--- config.mk ---
export PLATFORM = sky130hd
export DESIGN_NAME = mtl_frame_prefetcher_flat
export DESIGN_NICKNAME = d
export VERILOG_FILES = /design/src/rtl/mtl_frame_prefetcher_if.sv /design/src/rtl/mtl_frame_prefetcher.sv /design/src/flat_wrapper.sv
export SDC_FILE = /design/constraint.sdc
export NUM_CORES = 2
export LEC_CHECK = 0
export ABC_AREA = 1
export CORE_AREA = 2 2 715 361
export DETAILED_ROUTE_END_ITERATION = 10
export DIE_AREA = 0 0 717 363
export DONT_BUFFER_PORTS = 1
export SKIP_LAST_GASP = 1
export SLEW_MARGIN = 0
export SYNTH_ARGS = -nofsm -noshare
export SYNTH_HDL_FRONTEND = slang
export SYNTH_SLANG_ARGS = --single-unit
--- constraint.sdc ---
create_clock -name iCLK_33 -period 4.3 [get_ports iCLK_33]
set_clock_uncertainty 0.2 [all_clocks]
set_input_delay 0.215 -clock iCLK_33 [delete_from_list [all_inputs] [get_ports iCLK_33]]
set_output_delay 0.215 -clock iCLK_33 [all_outputs]
set_load 0.05 [all_outputs]
--- src/rtl/mtl_frame_prefetcher_if.sv ---
// ---------------------------------------------------------------------------
// mtl_frame_prefetcher_if
// SDRAM read-side bus between mtl_frame_prefetcher (master) and the SDRAM
// memory interface (slave).
//   mem_address       : 24-bit word address of the read request
//   mem_read          : read request, held with address while stalled
//   mem_waitrequest   : slave stalls the current request
//   mem_readdata      : 32-bit returned word
//   mem_readdatavalid : return strobe, returns arrive in request order
// ---------------------------------------------------------------------------
interface mtl_frame_prefetcher_if;
  logic [23:0] mem_address;
  logic        mem_read;
  logic        mem_waitrequest;
  logic [31:0] mem_readdata;
  logic        mem_readdatavalid;

  modport master (
    output mem_address,
    output mem_read,
    input  mem_waitrequest,
    input  mem_readdata,
    input  mem_readdatavalid
  );

  modport slave (
    input  mem_address,
    input  mem_read,
    output mem_waitrequest,
    output mem_readdata,
    output mem_readdatavalid
  );
endinterface

--- src/rtl/mtl_frame_prefetcher.sv ---
// ---------------------------------------------------------------------------
// mtl_frame_prefetcher
// Streams a frame from SDRAM into a show-ahead FIFO on the MTL pixel clock so
// the LCD timing never sees SDRAM latency or waitrequest stalls.
// Ports:
//   iCLK_33, iRST          : pixel clock, synchronous active-high reset
//   i_load_new             : flush and restart fetch at i_base_address
//   i_base_address         : first word address (sampled with i_load_new)
//   i_max_address          : exclusive end address (sampled with i_load_new)
//   i_read_enable          : pop request from the display controller
//   o_readdata             : FIFO head word, 0 when empty
//   o_underflow            : 1-cycle pulse on a pop of an empty FIFO
//   o_frame_fetched        : every read of the frame issued and returned
//   mem                    : SDRAM read bus (master modport)
//   o_underflow_count      : saturating underflow counter, only present when
//                            UNDERFLOW_COUNT_EN is defined
// All outputs are registered; each *_d is the value the output must show in
// the cycle after the edge, computed from the post-edge state.
// ---------------------------------------------------------------------------
module mtl_frame_prefetcher #(
  parameter int FIFO_DEPTH      = 64,
  parameter int ADDR_STEP       = 2,
  parameter int MAX_OUTSTANDING = 8
) (
  input  logic                    iCLK_33,
  input  logic                    iRST,
  input  logic                    i_load_new,
  input  logic [23:0]             i_base_address,
  input  logic [23:0]             i_max_address,
  input  logic                    i_read_enable,
  output logic [31:0]             o_readdata,
  output logic                    o_underflow,
  output logic                    o_frame_fetched,
  mtl_frame_prefetcher_if.master  mem
`ifdef UNDERFLOW_COUNT_EN
  ,output logic [15:0]            o_underflow_count
`endif
);

  localparam int AW = $clog2(FIFO_DEPTH);
  localparam int CW = $clog2(FIFO_DEPTH + 1);
  localparam int OW = $clog2(MAX_OUTSTANDING + 1);

  typedef enum logic [1:0] {
    S_IDLE  = 2'd0,
    S_DRAIN = 2'd1,
    S_FETCH = 2'd2,
    S_DONE  = 2'd3
  } state_e;

  state_e          state_q, state_d;
  // One extra bit so the address cannot wrap past the end of the 24-bit space
  logic [24:0]     addr_q, addr_d;
  logic [23:0]     max_q, max_d;
  logic [OW-1:0]   outst_q, outst_d;
  logic [OW-1:0]   discard_q, discard_d;
  logic [CW-1:0]   count_q, count_d;
  logic [AW-1:0]   wr_ptr_q, wr_ptr_d;
  logic [AW-1:0]   rd_ptr_q, rd_ptr_d;
  logic            req_q, req_d;
  logic [23:0]     mem_addr_q, mem_addr_d;
  logic [31:0]     rdata_q, rdata_d;
  logic            underflow_q, underflow_d;
  logic            fetched_q, fetched_d;
  logic [31:0]     fifo_mem_q [FIFO_DEPTH];

  logic            accept_s, ret_eff_s, push_s, pop_s;
  logic [CW:0]     credit_sum_s;

  // Handshake decode: load_new overrides pops and drops a same-cycle return
  always_comb begin
    accept_s    = req_q & ~mem.mem_waitrequest;
    ret_eff_s   = mem.mem_readdatavalid & ((outst_q != '0) | accept_s);
    push_s      = ret_eff_s & ~i_load_new & (state_q != S_DRAIN);
    pop_s       = i_read_enable & ~i_load_new & (count_q != '0);
    underflow_d = i_read_enable & ~i_load_new & (count_q == '0);
  end

  // Next-state, counters, FIFO pointers and registered output values
  always_comb begin
    state_d    = state_q;
    addr_d     = addr_q;
    max_d      = max_q;
    outst_d    = outst_q + OW'(accept_s) - OW'(ret_eff_s);
    discard_d  = discard_q;
    count_d    = count_q;
    wr_ptr_d   = wr_ptr_q;
    rd_ptr_d   = rd_ptr_q;
    req_d      = 1'b0;
    mem_addr_d = mem_addr_q;
    rdata_d    = 32'h0000_0000;
    fetched_d  = 1'b0;

    if (i_load_new) begin
      max_d     = i_max_address;
      addr_d    = {1'b0, i_base_address};
      count_d   = '0;
      wr_ptr_d  = '0;
      rd_ptr_d  = '0;
      // Everything still in flight (including a read accepted this very
      // cycle) belongs to the old frame and must be dropped.
      discard_d = outst_d;
      if (outst_d != '0) begin
        state_d = S_DRAIN;
      end else if (i_base_address >= i_max_address) begin
        state_d = S_DONE;
      end else begin
        state_d = S_FETCH;
      end
    end else begin
      count_d  = count_q + CW'(push_s) - CW'(pop_s);
      wr_ptr_d = wr_ptr_q + AW'(push_s);
      rd_ptr_d = rd_ptr_q + AW'(pop_s);
      if (accept_s) begin
        addr_d = addr_q + 25'(ADDR_STEP);
      end else begin
        addr_d = addr_q;
      end
      case (state_q)
        S_IDLE: state_d = S_IDLE;
        S_DRAIN: begin
          discard_d = discard_q - OW'(ret_eff_s);
          if (discard_d != '0) begin
            state_d = S_DRAIN;
          end else if (addr_q >= {1'b0, max_q}) begin
            state_d = S_DONE;
          end else begin
            state_d = S_FETCH;
          end
        end
        S_FETCH: begin
          if (addr_d >= {1'b0, max_q}) begin
            state_d = S_DONE;
          end else begin
            state_d = S_FETCH;
          end
        end
        S_DONE:  state_d = S_DONE;
        default: state_d = S_IDLE;
      endcase
    end

    // Credit counts words buffered plus words still coming back
    credit_sum_s = (CW+1)'(count_d) + (CW+1)'(outst_d);
    if (req_q && mem.mem_waitrequest && !i_load_new) begin
      req_d      = 1'b1;
      mem_addr_d = mem_addr_q;
    end else if ((state_d == S_FETCH) && (addr_d < {1'b0, max_d}) &&
                 (credit_sum_s < (CW+1)'(FIFO_DEPTH)) &&
                 (outst_d < OW'(MAX_OUTSTANDING))) begin
      req_d      = 1'b1;
      mem_addr_d = addr_d[23:0];
    end else begin
      req_d      = 1'b0;
      mem_addr_d = mem_addr_q;
    end

    // Show-ahead head; a word written into the head slot bypasses the array
    if (count_d == '0) begin
      rdata_d = 32'h0000_0000;
    end else if (push_s && (rd_ptr_d == wr_ptr_q)) begin
      rdata_d = mem.mem_readdata;
    end else begin
      rdata_d = fifo_mem_q[rd_ptr_d];
    end

    fetched_d = (state_d == S_DONE) && (outst_d == '0);
  end

  // Control and output registers
  always_ff @(posedge iCLK_33) begin
    if (iRST) begin
      state_q     <= S_IDLE;
      addr_q      <= 25'd0;
      max_q       <= 24'd0;
      outst_q     <= '0;
      discard_q   <= '0;
      count_q     <= '0;
      wr_ptr_q    <= '0;
      rd_ptr_q    <= '0;
      req_q       <= 1'b0;
      mem_addr_q  <= 24'd0;
      rdata_q     <= 32'h0000_0000;
      underflow_q <= 1'b0;
      fetched_q   <= 1'b0;
    end else begin
      state_q     <= state_d;
      addr_q      <= addr_d;
      max_q       <= max_d;
      outst_q     <= outst_d;
      discard_q   <= discard_d;
      count_q     <= count_d;
      wr_ptr_q    <= wr_ptr_d;
      rd_ptr_q    <= rd_ptr_d;
      req_q       <= req_d;
      mem_addr_q  <= mem_addr_d;
      rdata_q     <= rdata_d;
      underflow_q <= underflow_d;
      fetched_q   <= fetched_d;
    end
  end

  // FIFO storage; contents are don't-care until written
  always_ff @(posedge iCLK_33) begin
    if (push_s) begin
      fifo_mem_q[wr_ptr_q] <= mem.mem_readdata;
    end
  end

  assign o_readdata      = rdata_q;
  assign o_underflow     = underflow_q;
  assign o_frame_fetched = fetched_q;
  assign mem.mem_read    = req_q;
  assign mem.mem_address = mem_addr_q;

`ifdef UNDERFLOW_COUNT_EN
  logic [15:0] ucnt_q, ucnt_d;

  // Saturating underflow counter, cleared by a new frame
  always_comb begin
    if (i_load_new) begin
      ucnt_d = 16'h0000;
    end else if (underflow_q && (ucnt_q != 16'hFFFF)) begin
      ucnt_d = ucnt_q + 16'h0001;
    end else begin
      ucnt_d = ucnt_q;
    end
  end

  // Underflow counter register
  always_ff @(posedge iCLK_33) begin
    if (iRST) begin
      ucnt_q <= 16'h0000;
    end else begin
      ucnt_q <= ucnt_d;
    end
  end

  assign o_underflow_count = ucnt_q;
`endif

endmodule
--- src/flat_wrapper.sv ---
// flat-port wrapper written by rule: the top's interface ports become plain ports
module mtl_frame_prefetcher_flat 
#(
  parameter int FIFO_DEPTH      = 64,
  parameter int ADDR_STEP       = 2,
  parameter int MAX_OUTSTANDING = 8
)
  (iCLK_33, iRST, i_load_new, i_base_address, i_max_address, i_read_enable, o_readdata, o_underflow, o_frame_fetched, mem_mem_address, mem_mem_read, mem_mem_waitrequest, mem_mem_readdata, mem_mem_readdatavalid);
  mtl_frame_prefetcher_if mem_i ();
  input  logic iCLK_33;
  input  logic iRST;
  input  logic i_load_new;
  input  logic [23:0] i_base_address;
  input  logic [23:0] i_max_address;
  input  logic i_read_enable;
  output logic [31:0] o_readdata;
  output logic o_underflow;
  output logic o_frame_fetched;
  output wire logic [$bits(mem_i.mem_address)-1:0] mem_mem_address;
  output wire logic [$bits(mem_i.mem_read)-1:0] mem_mem_read;
  input wire logic [$bits(mem_i.mem_waitrequest)-1:0] mem_mem_waitrequest;
  input wire logic [$bits(mem_i.mem_readdata)-1:0] mem_mem_readdata;
  input wire logic [$bits(mem_i.mem_readdatavalid)-1:0] mem_mem_readdatavalid;
  assign mem_mem_address = mem_i.mem_address;
  assign mem_mem_read = mem_i.mem_read;
  assign mem_i.mem_waitrequest = mem_mem_waitrequest;
  assign mem_i.mem_readdata = mem_mem_readdata;
  assign mem_i.mem_readdatavalid = mem_mem_readdatavalid;
  mtl_frame_prefetcher #(.FIFO_DEPTH(FIFO_DEPTH), .ADDR_STEP(ADDR_STEP), .MAX_OUTSTANDING(MAX_OUTSTANDING)) u_core (.iCLK_33(iCLK_33), .iRST(iRST), .i_load_new(i_load_new), .i_base_address(i_base_address), .i_max_address(i_max_address), .i_read_enable(i_read_enable), .o_readdata(o_readdata), .o_underflow(o_underflow), .o_frame_fetched(o_frame_fetched), .mem(mem_i));
endmodule
==> impl_metrics.env <==
export IMPL_ir_drop_v=0.0003310
export IMPL_grt_pass1_vias=55640
export IMPL_crit_type="register to register"
export IMPL_place_area_um2=94770
export IMPL_synth_edf_count=2048
export IMPL_synthesis_nets=7114
export IMPL_period_share=0.9872
export IMPL_avgSynthCellArea_um2=12.84
export IMPL_grt_max_degree=171
export IMPL_cts_buffers=198
export IMPL_die_h_um=363
export IMPL_clk_latency_ps=840
export IMPL_endpoint_kind="register"
export IMPL_cts_htree_levels=4
export IMPL_io_pins=145
export IMPL_antenna_found_initial=1
export IMPL_antenna_left=0
export IMPL_synthMuxAreaShare=0
export IMPL_worstPathRequired_ps=4820
export IMPL_drc=0
export IMPL_portBuffers=0
export IMPL_clk_pin_slew_ps=70
export IMPL_ys_ff_latch=2185
export IMPL_dpl_hpwl_um=160800
export IMPL_syn_cell_area_um2=88670
export IMPL_status="finished clean"
export IMPL_cp_max_fo=7
export IMPL_synthAdderAreaFrac=0.01710
export IMPL_max_cap_violations=0
export IMPL_drive_gt1_frac=0.1137
export IMPL_drv_slew=0
export IMPL_dieArea_um2=260300
export IMPL_cts_root_buffer="clkbuf_16"
export IMPL_finalSetupViolations=0
export IMPL_p_per_area_nw_per_um2=473.6
export IMPL_grt_busiest_layer="met1"
export IMPL_start_kind="register"
export IMPL_ys_warn_count=0
export IMPL_die_w_um=717
export IMPL_final_nets=7320
export IMPL_dr_pass1_iters=6
export IMPL_met3_usage=0.04266
export IMPL_ys_types=52
export IMPL_tightest_slew_ps=1023
export IMPL_post_place_ws_ps=30.58
export IMPL_grt_first_pass_wirelength_um=389300
export IMPL_syn_instance_count=6908
export IMPL_cts_tree="yes"
export IMPL_clock_sinks=2185
export IMPL_yosysSeqAreaShare=0.7245
export IMPL_synth_simple_area_share=0.08790
export IMPL_overflow=0
export IMPL_syn_to_final_growth_pct=16.79
export IMPL_synthArstFlopShare=0
export IMPL_gp_congestion=0.8650
export IMPL_synth_xor_area_share=0.002469
export IMPL_via_count=60040
export IMPL_grt_usage=0.1992
export IMPL_viasPerCell=5.633
export IMPL_core_area_um2=253900
export IMPL_max_freq_mhz=235.6
export IMPL_routedWlPerCell_um=25.18
export IMPL_final_area_um2=103600
export IMPL_grtUsageMet1=0.3290
export IMPL_hold_path_class="primary input to register"
export IMPL_ys_flop_type="edfxtp_1"
export IMPL_cts_buffer_depth=4
export IMPL_worst_slew_margin_rel=0.3126
export IMPL_hold_viol=0
export IMPL_cp_arrival_ps=4770
export IMPL_utilization=0.4079
export IMPL_rsz0062_at_grt="true"
export IMPL_total_power_uw=49040
export IMPL_synth_top_family_by_area="compound AO/OA/AOI/OAI gates"
export IMPL_grt_use_met2=0.2642
export IMPL_synth_compound_area_share=0.1357
export IMPL_min_period_ps=4245
export IMPL_wirelength_um=268400
export IMPL_dr_first_iter_drc_count=8908
export IMPL_initial_core_util=0.3492
export IMPL_rows=131
export IMPL_p_leak_uw=0.03396
export IMPL_fin_ws_ps=55.20
## final timing paths
path	from	to	slack, ps	cells past startpoint
setup / recovery	u_core.count_q[4]$_SDFF_PP0_	u_core.mem.mem_address[15]$_SDFFE_PP0P_	60	26
hold / removal	i_base_address[7]	u_core.addr_q[7]$_SDFF_PP0_	40	5
setup reg to reg	u_core.count_q[4]$_SDFF_PP0_	u_core.mem.mem_address[15]$_SDFFE_PP0P_	60	26
hold reg to reg	u_core.discard_q[0]$_SDFFE_PP0P_	u_core.discard_q[0]$_SDFFE_PP0P_	290	2
## cells by family (layout without fill, tap and decap cells)
logic type / count (synthesis) / after routing
flops: 2185 / 2185
compound gates: 1967 / 1967
simple gates: 1910 / 1910
buf+inv: 701 / 1059
fa+ha+maj: 120 / 120
xor+xnor: 25 / 25
other cells: 0 / 2
## final cells by class
cell class | count | area [um^2]
timing repair buffer | 488 | 5709
sequential | 2185 | 64250
tap | 3391 | 4243
multi-input combinational | 4022 | 22350
clock buffer | 262 | 5328
clock inverter | 90 | 822.0
fill | 23150 | 150300
inverter | 219 | 850.8
antenna | 2 | 5.005
## stage by stage
step                      hold WS (ps)  TNS [ps]  cells
final                            39.77         0  10660
after CTS                        2.325         0  10640
after floorplan                  113.9         0   6908
after detailed placement         95.90         0  10130
after global routing             39.38     -1539  10660
after global placement           93.79         0  10130
## worst max-delay path, cell delays in order, from the launching register on
cell       delay [ps]
dfxtp_2           330
inv_2              70
ha_4              120
inv_2              30
nor2_2             80
and3_4            200
nor3_4             40
ha_1              310
inv_2              40
ha_4              150
fa_2              360
nand2_2            70
inv_2              40
nor3_2            220
ha_1              290
a21oi_2           140
nand2_1            60
a21o_1            170
nand2_1            80
nor2_2             40
nor3_2            190
nand4_4           140
nor2_4            330
clkbuf_16         250
nand2_1            60
nand2_1            60
nor2_1             60
## per-layer routing
metal	up-vias	share of wire
li1	26330	-
met1	30040	0.47
met2	3352	0.39
met3	323	0.11
met4	0	0.016
met5	-	0
## layout by cell type (no fill, tap or decap), types with 203 or more instances in the layout
cell type | netlist | routed
o211ai_1 | 277 | 277
clkbuf_16 | 0 | 203
nor2_1 | 1291 | 1220
o21ai_0 | 1048 | 1042
edfxtp_1 | 2048 | 2048
o22ai_1 | 247 | 246
nand3_1 | 272 | 266
buf_4 | 7 | 244
nand2_1 | 264 | 249
o221ai_1 | 238 | 238
## synth_stat cells, drive strengths merged (4+ instances only)
library cell	instances	area, um^2
a21o	4	30.03
a21oi	55	275.3
buf	146	779.5
clkbuf	336	1264
dfxtp	137	2743
edfxtp	2048	61500
ha	118	1476
inv	218	818.3
nand2	266	1008
nand3	272	1361
nand4	25	177.7
nor2	1298	4900
nor3	27	191.4
nor4	7	58.81
o211ai	306	2442
o21a	6	45.04
o21ai	1092	5465
o21bai	12	90.09
o221ai	238	2085
o22ai	247	1545
or2	10	62.56
xnor2	9	78.83
xor2	16	140.1
## state kept, by name (all words and copies together), names as in the netlist
register / flops
u_core.state_q: 2
u_core.discard_q: 4
u_core.outst_q: 4
u_core.count_q: 7
u_core.addr_q: 25
u_core.o_readdata: 32
u_core.o_underflow: 1
u_core.max_q: 24
u_core.fifo_mem_q: 2048
u_core.wr_ptr_q: 6
u_core.o_frame_fetched: 1
u_core.mem.mem_address: 24
u_core.rd_ptr_q: 6
u_core.mem.mem_read: 1
## power breakdown
group	switching (uW)	total (uW)	internal [uW]
Clock	8010	17600	9550
Combinational	4670	7130	2450
Sequential	844	24400	23500
Total	13500	49000	35500
## repair_timing
| item | CTS | global route |
|---|---|---|
| hold endpoints to repair | 2185 | 2 |
| endpoints found under the setup margin | 0 | 34 |
| setup buffers | 0 | 15 |
| gates resized for setup | 0 | 77 |
| hold buffers | 158 | 2 |
Power figures use the tool's default switching activity.
